**src/rtl/word_change_fifo.sv**
```systemverilog
// ---------------------------------------------------------------------------
// word_change_fifo
//
// Watches the registered output word of the upstream XOR-accumulator stage,
// detects when it changes and queues each change as a {word, timestamp} event
// in a small first-word-fall-through FIFO. The readout side drains events over
// a valid/ready handshake. Events that arrive while the FIFO is full are
// dropped and accounted for with a sticky overflow flag and a saturating
// drop counter.
//
// Ports
//   clk       : single clock, rising edge
//   rst       : asynchronous reset, active-low
//   din       : monitored word
//   en        : sample enable, din ignored when low
//   clr       : synchronous clear of overflow and drop_cnt
//   ev_valid  : FIFO head holds an event
//   ev_ready  : consumer accepts the head when ev_valid is high
//   ev_word   : head event word (0 when ev_valid is low)
//   ev_ts     : head event timestamp (0 when ev_valid is low)
//   overflow  : sticky, at least one event dropped since reset/clr
//   drop_cnt  : number of dropped events, saturates at 255
// ---------------------------------------------------------------------------
module word_change_fifo #(
    parameter int WIDTH    = 8,
    parameter int DEPTH    = 4,
    parameter int TS_WIDTH = 8
) (
    input  logic                clk,
    input  logic                rst,
    input  logic [WIDTH-1:0]    din,
    input  logic                en,
    input  logic                clr,
    output logic                ev_valid,
    input  logic                ev_ready,
    output logic [WIDTH-1:0]    ev_word,
    output logic [TS_WIDTH-1:0] ev_ts,
    output logic                overflow,
    output logic [7:0]          drop_cnt
);

    localparam int AW = $clog2(DEPTH);
    localparam logic [AW:0] FullCount = DEPTH[AW:0];

    logic [TS_WIDTH-1:0] ts_q,       ts_d;
    logic [WIDTH-1:0]    prevWord_q, prevWord_d;
    logic                primed_q,   primed_d;
    logic [AW-1:0]       rdPtr_q,    rdPtr_d;
    logic [AW-1:0]       wrPtr_q,    wrPtr_d;
    logic [AW:0]         count_q,    count_d;
    logic                overflow_q, overflow_d;
    logic [7:0]          dropCnt_q,  dropCnt_d;

    logic [WIDTH-1:0]    wordMem_q [DEPTH];
    logic [TS_WIDTH-1:0] tsMem_q   [DEPTH];

    logic change;
    logic isEmpty;
    logic isFull;
    logic pop;
    logic push;
    logic drop;

    // A simultaneous pop frees the head slot at the same edge, so a change
    // arriving at a full FIFO is still accepted when the consumer is ready.
    always_comb begin
        change  = en && primed_q && (din != prevWord_q);
        isEmpty = (count_q == '0);
        isFull  = (count_q == FullCount);
        pop     = !isEmpty && ev_ready;
        push    = change && (!isFull || pop);
        drop    = change && isFull && !pop;
    end

    // Next-state for timestamp, sampling history, pointers and occupancy.
    always_comb begin
        ts_d       = ts_q + TS_WIDTH'(1);
        prevWord_d = prevWord_q;
        primed_d   = primed_q;
        if (en) begin
            prevWord_d = din;
            primed_d   = 1'b1;
        end

        rdPtr_d = pop  ? rdPtr_q + AW'(1) : rdPtr_q;
        wrPtr_d = push ? wrPtr_q + AW'(1) : wrPtr_q;

        count_d = count_q;
        case ({push, pop})
            2'b10:   count_d = count_q + (AW+1)'(1);
            2'b01:   count_d = count_q - (AW+1)'(1);
            default: count_d = count_q;
        endcase
    end

    // Loss accounting. A drop in the same cycle as clr survives the clear as
    // a single fresh drop.
    always_comb begin
        overflow_d = overflow_q;
        dropCnt_d  = dropCnt_q;
        if (clr) begin
            overflow_d = drop;
            dropCnt_d  = drop ? 8'd1 : 8'd0;
        end else if (drop) begin
            overflow_d = 1'b1;
            dropCnt_d  = (dropCnt_q == 8'hFF) ? 8'hFF : dropCnt_q + 8'd1;
        end
    end

    // Control state register.
    always_ff @(posedge clk or negedge rst) begin
        if (!rst) begin
            ts_q       <= '0;
            prevWord_q <= '0;
            primed_q   <= 1'b0;
            rdPtr_q    <= '0;
            wrPtr_q    <= '0;
            count_q    <= '0;
            overflow_q <= 1'b0;
            dropCnt_q  <= '0;
        end else begin
            ts_q       <= ts_d;
            prevWord_q <= prevWord_d;
            primed_q   <= primed_d;
            rdPtr_q    <= rdPtr_d;
            wrPtr_q    <= wrPtr_d;
            count_q    <= count_d;
            overflow_q <= overflow_d;
            dropCnt_q  <= dropCnt_d;
        end
    end

    // Event storage needs no reset: outputs are masked while the FIFO is empty.
    always_ff @(posedge clk) begin
        if (push) begin
            wordMem_q[wrPtr_q] <= din;
            tsMem_q[wrPtr_q]   <= ts_q;
        end
    end

    always_comb begin
        ev_valid = !isEmpty;
        ev_word  = isEmpty ? '0 : wordMem_q[rdPtr_q];
        ev_ts    = isEmpty ? '0 : tsMem_q[rdPtr_q];
        overflow = overflow_q;
        drop_cnt = dropCnt_q;
    end

endmodule

```
**config.mk**
```make
export PLATFORM = sky130hd
export DESIGN_NAME = word_change_fifo
export DESIGN_NICKNAME = d
export VERILOG_FILES = /design/src/rtl/word_change_fifo.sv
export SDC_FILE = /design/constraint.sdc
export NUM_CORES = 1
export LEC_CHECK = 0
export CAP_MARGIN = 30
export CORE_MARGIN = 2
export CORE_UTILIZATION = 51
export DETAILED_ROUTE_END_ITERATION = 10
export PLACE_DENSITY = 0.73
export SYNTH_ARGS = -nofsm -noshare
export SYNTH_HDL_FRONTEND = slang
export SYNTH_SLANG_ARGS = --single-unit
```
**constraint.sdc**
```tcl
create_clock -name clk -period 2.1 [get_ports clk]
set_clock_uncertainty 0.15 [all_clocks]
set_input_delay 0.42 -clock clk [delete_from_list [all_inputs] [get_ports clk]]
set_output_delay 0.42 -clock clk [all_outputs]
set_load 0.02 [all_outputs]
```
After elaboration in Yosys (flattened, before gate mapping). Memory sizes are Yosys's and may differ from the RTL's. Cells that the tools add are included. Widths: inputs -> output; s select.

Add/subtract/negate cells: 6. Equality and inequality tests: 5. Mux-type cells: 11. Reductions and logical operators: 13.

Operators with widths (number): $mux 8 (5); $add 8x1->8 const B (2); $eq 8x8->1 const B (1); $ne 8x8->1 (1); $logic_and 1x1->1 (6); $pmux 3 s2 (1); $mux 1 (5); $add 2x1->2 const B (2); $reduce_bool 2->1 (2); $add 3x1->3 const B (1); $eq 3x3->1 const B (1); $logic_not 1->1 (3); $logic_not 3->1 (1); $sub 3x1->3 const B (1); $eq 2x1->1 const B (1); $eq 2x2->1 const B (1); $logic_or 1x1->1 (1).

Register bits after elaboration: 33. Memory bits (writable): 64. Logic and storage cells: 45. Memories kept: 2.

Memories: tsMem_q (depth 4, bits a word 8, read ports 1, clocked after Yosys merged registers in 0, write ports 1, RTL line 55) `logic [TS_WIDTH-1:0] tsMem_q [DEPTH];`; wordMem_q (depth 4, bits a word 8, read ports 1, clocked after Yosys merged registers in 0, write ports 1, RTL line 54) `logic [WIDTH-1:0] wordMem_q [DEPTH];`.

Longest topological paths before layout. Gate-level depths: netlist of the first run.

Word-level depth: 7. Depth in mapped cells: 9.

Worst setup path before layout of the first run. Ideal clock, no wire load.

Path kind: reg2reg. From: reg count_q[2]. To: reg count_q[2]. Setup time: 0.069 ns. Arrival: 2.078 ns. Required time: 1.881 ns. Setup slack: -0.197 ns. Stages on the path, launching flop included: 9. Clock period less this slack: 2.297 ns. Cell sequence: dfrtp_1 or3_1 clkbuf_1 nand2_1 nor2_1 fa_1 nand2b_1 or4_1 nand3_1.

Cells in the longest elaborated chain, start to end: 7. Elaborated cells on any way between the ends: 13. Classes of those cells: add/sub (2); eq/ne (3); mux (1); reduce/logical (7).

Ends and longest elaborated chain: from (decl) (RTL line 50) `logic [AW:0] count_q, count_d;`; from (signal assigned) (RTL line 127) `count_q <= count_d;`; $logic_not 3->1 (RTL line 68) `isEmpty = (count_q == '0);`; $logic_not 1->1 (RTL line 70) `pop = !isEmpty && ev_ready;`; $logic_and 1x1->1 (RTL line 70); $logic_or 1x1->1 (RTL line 71) `push = change && (!isFull || pop);`; $logic_and 1x1->1 (RTL line 71); $eq 2x1->1 or $eq 2x2->1 (tied branches) (RTL line 89) `case ({push, pop})`; $pmux 3 s2 or $reduce_bool 2->1 (tied branches).

Parallel ways exist; a longest one is shown, timed or not. A chain may end at the register's enable or synchronous reset.

Worst setup path after layout of the first run.
From: reg rdPtr_q[0]. To: out ev_word[0].

Cells in the longest elaborated chain, start to end: 2.

Ends and longest elaborated chain: from (decl) (RTL line 48) `logic [AW-1:0] rdPtr_q, rdPtr_d;`; from (signal assigned) (RTL line 125) `rdPtr_q <= rdPtr_d;`; $mem_v2 4x8; $mux 8 (RTL line 143) `ev_word = isEmpty ? '0 : wordMem_q[rdPtr_q];`; to (decl) (RTL line 36) `output logic [WIDTH-1:0] ev_word,`.

Every way passes these cells.

==> run_results.csv, run 1 <==
group,metric,value,unit
yosys,yosysTopAreaCellShare,45.92,%
timing,drv_slew,0,
yosys,ys_ff_latch,97,
clock_network,numCtsBuffers,9,
cells_and_area,final_core_util,67.81,%
outcome,violations,"setup timing",
global_route,grt_pass1_wl,12.59,mm
clock_network,cts_tree,"yes",
timing,rsz0062_at_grt,"yes",
timing,hold_viol,0,
global_route,gr-usage-all-layers,19.24,%
global_route,grt_pass1_vias,2489,
cells_and_area,n_antenna_cell,0,
floorplan,die_h,94.59,µm
critical_path,r2r_slack,-0.19,ns
timing,fin_ws,-0.2323,ns
critical_path,r2r_cells,8,
global_route,grt_overflow,0,
yosys,synthCells,260,
critical_path,reg2reg_to,"count_q[2]",
floorplan,die-area,8947,µm²
yosys,ys_seq_area_share,65.65,%
power_and_ir_drop,leakagePower,2.162,nW
detailed_routing,first_pass_iters,4,
placed_design,portBuffers,38,
timing,fin_crit_sh,111.1,%
power_and_ir_drop,power_density,1243,nW/µm²
placed_design,place_ws,-0.6999,ns
timing,max_clock_freq,0.4288,GHz
clock_network,clk_pin_slew,0.09,ns
yosys,syn-cell-area,4185,µm²
placed_design,gp_congestion,0.8498,
power_and_ir_drop,finalPower,6.822,mW
critical_path,worst_ep_required_time,1.53,ns
min_path,holdCritPathClass,"in2async",
critical_path,worst-setup-path-type,"reg2out",
cells_and_area,drive_gt1_share,41.76,%
yosys,synth-async-reset-ratio,34.02,%
yosys,synth_edf_count,64,
placed_design,hpwl,5.358,mm
critical_path,r2r-start,"count_q[2]",
floorplan,core.rowCount,33,
yosys,syn_nets,280,
floorplan,coreArea,8093,µm²
detailed_routing,post-route-drc-count,0,
detailed_routing,vias,2537,
critical_path,critPathLaunchType,"register",
detailed_routing,drtAntennaViolNets,0,
timing,slew_headroom,70.88,%
detailed_routing,wirelength,8.108,mm
timing,fin_hold_ws,0.3135,ns
critical_path,startpoint,"rdPtr_q[0]",
cells_and_area,area_growth,31.12,%
timing,worst_pin_slew,0.4369,ns
floorplan,fp.dieW,94.59,µm
clock_network,clk-insertion-delay-late,0.35,ns
yosys,synthTopCellsByArea,"edfxtp_1, dfrtp_1, mux4_2",
yosys,ys.flop_type,"edfxtp_1",
floorplan,initial_core_util,51.72,%
critical_path,worst-path-max-fanout,6,
outcome,status,"complete, but fails checks",
detailed_routing,via_per_inst,5.551,
timing,finalSetupViolCount,18,
yosys,ys_types,49,
clock_network,htreeDepth,3,
clock_network,cts-root-buf,"clkbuf_8",
clock_network,cts_sinks,97,
global_route,grt_max_degree,34,
flow_run,cap_violations,0,
critical_path,crit_path_end,"ev_word[0]",
cells_and_area,nets,367,
detailed_routing,detail_route.iter0.violations,138,
yosys,syn_area_per_cell,16.10,µm²
critical_path,endpoint_kind,"output pin",
floorplan,io_pins,39,
power_and_ir_drop,peakVddDrop,0.5664,mV
critical_path,crit_arrival,1.76,ns
timing,period_minus_slack,2.332,ns
global_route,grt_antenna_before_repair,0,
yosys,synth_top_area_cell,"edfxtp_1",
yosys,ys.warnings.count,0,
clock_network,cts_buffer_depth,2,
timing,tns,-3.710,ns
detailed_routing,wl_per_cell,17.74,µm
layer usage:
layer	global-route usage, %	part of all wire (%)	up-vias
met5	0	0	-
met4	5.435	1.2	0
met3	5.028	4.0	10
met2	33.69	52	61
met1	23.73	42	1302
li1	-	-	1164
area by class of cell:
class                           count  area (µm²)
Clock buffer                       11       131.4
Clock inverter                      5       41.29
Fill cell                         553        2605
Inverter                            8       30.03
Multi-Input combinational cell    144        1484
Sequential cell                    97        2749
Tap cell                          105       131.4
Timing Repair Buffer               87       920.9
cells in the mapped netlist, types with 2 or more instances:
| library cell | instances |
|---|---|
| xor2_1 | 2 |
| nand2_1 | 5 |
| mux2_2 | 9 |
| or2_2 | 2 |
| mux4_2 | 16 |
| nand3b_1 | 3 |
| xnor2_1 | 16 |
| and2_1 | 19 |
| nand2b_1 | 3 |
| and3_1 | 5 |
| clkbuf_1 | 5 |
| edfxtp_1 | 64 |
| a21oi_1 | 6 |
| and4_4 | 2 |
| and3_2 | 4 |
| buf_2 | 2 |
| o211ai_1 | 2 |
| buf_1 | 2 |
| ha_1 | 6 |
| a41o_2 | 2 |
| nor2_1 | 6 |
| inv_1 | 8 |
| nand4_1 | 4 |
| dfrtp_1 | 33 |
| a311oi_1 | 2 |
| nand3_1 | 7 |
| nor3_1 | 2 |
| buf_6 | 2 |
stage by stage:
stage,cells,instance area (µm²)
after global routing,457,5488
after global placement,432,5071
after floorplan,260,4230
final,457,5488
after detailed placement,432,5071
after CTS,454,5408
power by group:
group	internal, mW	switching [mW]
Combinational	1.84	1.39
Sequential	2.40	0.142
Clock	0.442	0.617
layout by cell type (no fill, tap or decap), types with 3 or more instances in the layout:
master / n
nand2_1: 4
clkinv_4: 3
nand4_1: 4
mux2_2: 9
and3_4: 3
xnor2_1: 14
buf_4: 34
ha_1: 6
mux4_2: 16
clkbuf_8: 9
buf_6: 19
and2_1: 3
and3_1: 5
nor2_1: 4
nand3_1: 6
dlygate4sd2_1: 7
inv_1: 8
clkdlybuf4s50_1: 13
and2_4: 16
a21oi_1: 6
buf_12: 10
nand3b_1: 3
edfxtp_1: 64
dfrtp_1: 32
sequential cells by signal, indices dropped and copies added (netlist names), 2 cells and up:
name / flops
drop_cnt: 8
wordMem_q: 32
prevWord_q: 8
wrPtr_q: 2
tsMem_q: 32
ts_q: 8
count_q: 3
rdPtr_q: 2
timing repair:
action | CTS | global route
setup endpoints to repair | 89 | 20
resized for setup | 127 | 20
endpoints found under the hold margin | 0 | 0
setup buffers | 4 | 4
gates cloned | 2 | 0
hold buffers | 0 | 0
pin swaps | 17 | 7
worst min path at each step:
| stage | startpoint | slack [ns] | depth (start not counted) | end |
|---|---|---|---|---|
| final | rst | 0.31 | 2 | ts_q[2] |
| after detailed placement | primed_q | 0.32 | 1 | primed_q |
| after global routing | din[6] | 0.32 | 2 | wordMem_q[1][6] |
| after CTS | rst | 0.32 | 2 | ts_q[2] |
| after global placement | primed_q | 0.32 | 1 | primed_q |
| after floorplan | rst | -0.03 | 0 | count_q[0] |
critical path, cell delays in order (launching register included):
cell and delay (ns):
dfrtp_2 0.47, buf_8 0.17, mux4_2 0.50, and2_4 0.15, buf_6 0.12
cells by family (layout without fill, tap and decap cells):
| kind of cell | Yosys count | count (layout) | synth area share, % |
|---|---|---|---|
| AOI/OAI and AO/OA | 25 | 25 | 5.023 |
| xor gates and xnor gates | 18 | 18 | 3.767 |
| adders and majority gates | 7 | 7 | 2.272 |
| buffers and inverters | 19 | 111 | 2.123 |
| DFF | 97 | 97 | 65.65 |
| muxes | 26 | 26 | 11.27 |
| and+or+nand+nor | 68 | 68 | 9.895 |
Power figures use the tool's default switching activity.
==> run 2, diff against run 1 <==
GPL_TIMING_DRIVEN = 0   (was unset)
TNS_END_PERCENT = 5   (was unset)
==> run 2 against run 1 <==
  * The run ends with hold timing, setup timing left
  * Via count is 7.1% lower
  * Power decreased by 3.3%
  * Largest cell class unchanged
  * Register-to-register slack worse by 0.05 ns
  * Design area is 5.4% lower
  * Sequential cell count unchanged
  * Count of clock-buffer cells in the layout decreased by 1
==> run_results.csv, run 2 (synthesized netlist as in run 1, its figures left out) <==
group,metric,value,unit
detailed_routing,detail_route.iter0.violations,146,
timing,rsz0062_at_grt,"yes",
critical_path,r2r_cells,9,
timing,fin_ws,-0.2413,ns
clock_network,cts_buffer_depth,2,
outcome,violations,"hold timing, setup timing",
timing,hold_viol,33,
clock_network,cts_tree,"yes",
placed_design,place_ws,-0.8566,ns
timing,max_clock_freq,0.4271,GHz
detailed_routing,drtAntennaViolNets,0,
cells_and_area,final_common_cell,"edfxtp_1",
cells_and_area,final_core_util,64.18,%
critical_path,endpoint_kind,"register",
clock_network,cts-root-buf,"clkbuf_8",
clock_network,htreeDepth,3,
floorplan,core.rowCount,33,
power_and_ir_drop,sw_frac_of_total,31.68,%
floorplan,die-area,8947,µm²
timing,drv_slew,0,
global_route,gr-usage-all-layers,18.60,%
cells_and_area,top_regs,"tsMem_q: 32 flops, wordMem_q: 32 flops",
detailed_routing,via_per_inst,5.479,
cells_and_area,nets,340,
global_route,grt_pass1_vias,2404,
floorplan,die_h,94.59,µm
critical_path,reg2reg_to,"count_q[2]",
critical_path,worst_ep_required_time,2.25,ns
timing,worst_pin_slew,0.7482,ns
cells_and_area,drive_gt1_share,39.38,%
power_and_ir_drop,p_sw,2.089,mW
power_and_ir_drop,clkPwrFrac,16.3,%
detailed_routing,vias,2356,
cells_and_area,stdcell_area,5194,µm²
critical_path,crit_arrival,2.49,ns
cells_and_area,area_growth,24.10,%
cells_and_area,num-fill-cells,600,
power_and_ir_drop,finalPower,6.594,mW
clock_network,numCtsBuffers,9,
floorplan,initial_core_util,51.72,%
floorplan,coreArea,8093,µm²
placed_design,hpwl,4.719,mm
clock_network,clk_pin_slew,0.09,ns
detailed_routing,post-route-drc-count,0,
timing,tns,-3.751,ns
clock_network,cts_sinks,97,
power_and_ir_drop,leakagePower,2.005,nW
critical_path,r2r-start,"prevWord_q[1]",
global_route,grt_antenna_before_repair,0,
global_route,grt_pass1_wl,12.24,mm
clock_network,clk-insertion-delay-late,0.36,ns
floorplan,io_pins,39,
timing,finalSetupViolCount,18,
critical_path,worst-path-max-fanout,5,
outcome,status,"complete, but fails checks",
cells_and_area,regArea,2750,µm²
cells_and_area,n_antenna_cell,0,
cells_and_area,fin_cells,430,
detailed_routing,first_pass_iters,4,
timing,slew_headroom,50.12,%
placed_design,gp_congestion,0.7807,
power_and_ir_drop,peakVddDrop,0.4988,mV
placed_design,dp_cells,402,
global_route,grt_overflow,0,
cells_and_area,final_cell_mix,"edfxtp_1, dfrtp_1, buf_6",
power_and_ir_drop,comb_power_share,45.6,%
placed_design,place_area,4693,µm²
detailed_routing,wirelength,7.601,mm
cells_and_area,multi_input_area,1501,µm²
min_path,holdCritPathClass,"in2async",
floorplan,fp.dieW,94.59,µm
critical_path,critPathLaunchType,"register",
critical_path,r2r_slack,-0.24,ns
power_and_ir_drop,power_density,1270,nW/µm²
power_and_ir_drop,seqPwrFrac,38.1,%
timing,period_minus_slack,2.341,ns
global_route,grt_max_degree,34,
timing,fin_crit_sh,111.5,%
critical_path,worst-setup-path-type,"reg2reg",
placed_design,portBuffers,37,
flow_run,cap_violations,0,
power_and_ir_drop,internal-power,4.505,mW
detailed_routing,wl_per_cell,17.68,µm
timing,fin_hold_ws,-0.03037,ns
## run 2: cell count changes in the layout (fill, tap and decap cells not counted), sizes merged, moves of 2 or more
cell | before | now
clkinvlp | 0 | 2
clkinv | 4 | 2
buf | 66 | 39
clkbuf | 11 | 13
clkdlybuf4s50 | 13 | 11
## run 2: layout make-up
cell class                 count  share of cell area (%)
clock buffer                  10                   2.457
buffer                        10                   2.000
timing repair buffer          50                   9.757
inverter                       8                  0.5782
clock inverter                 6                  0.8191
tap                          105                   2.530
multi-input combinational    144                   28.91
sequential                    97                   52.95
## run 2: power by group through the flow
| stage | combinational, mW | clock, mW | sequential (mW) |
|---|---|---|---|
| after CTS | 2.79 | 1.09 | 2.51 |
| final | 3.01 | 1.07 | 2.51 |
| after floorplan | 1.47 | 0 | 2.54 |
| after global placement | 2.26 | 0 | 2.55 |
| after detailed placement | 2.31 | 0 | 2.57 |
| after global routing | 3.24 | 1.17 | 2.54 |
## run 2: what timing repair did
item / 4_1_cts / 5_1_grt
setup buffers: 7 / 5
hold endpoints to repair: 0 / 0
resized for setup: 128 / 37
pin swaps: 7 / 22
setup endpoints to repair: 85 / 91
gates cloned: 1 / 0
hold buffers: 0 / 0
## run 2: how the worst max path moves through the flow
stage                   from         end  slack [ns]  cells past startpoint
2_1_floorplan         din[7]  count_q[2]       -0.13                      9
3_3_place_gp      rdPtr_q[1]  ev_word[6]       -0.86                      5
3_5_place_dp      rdPtr_q[1]  ev_word[5]       -0.86                      5
4_1_cts           rdPtr_q[0]    ev_ts[2]       -0.26                      5
5_1_grt        prevWord_q[1]  count_q[2]       -0.32                      9
6_report       prevWord_q[1]  count_q[2]       -0.24                      9
## run 2: worst max-delay path, cell delays in order (launching register included)
cell	delay, ns
dfrtp_1	0.42
xnor2_2	0.17
and4_4	0.21
a21oi_4	0.15
buf_6	0.13
nor2_2	0.05
fa_2	0.36
nand2b_4	0.15
or4_4	0.41
nand3_2	0.08
## run 2: layer usage
metal / part of all wire (%) / GRT usage, % / up-vias / wire [µm]
li1: - / - / 1110 / -
met1: 46 / 26.03 / 1191 / 3492
met2: 49 / 30.12 / 47 / 3739
met3: 3.5 / 3.113 / 8 / 267
met4: 1.3 / 6.159 / 0 / 102
met5: 0 / 0 / - / 0
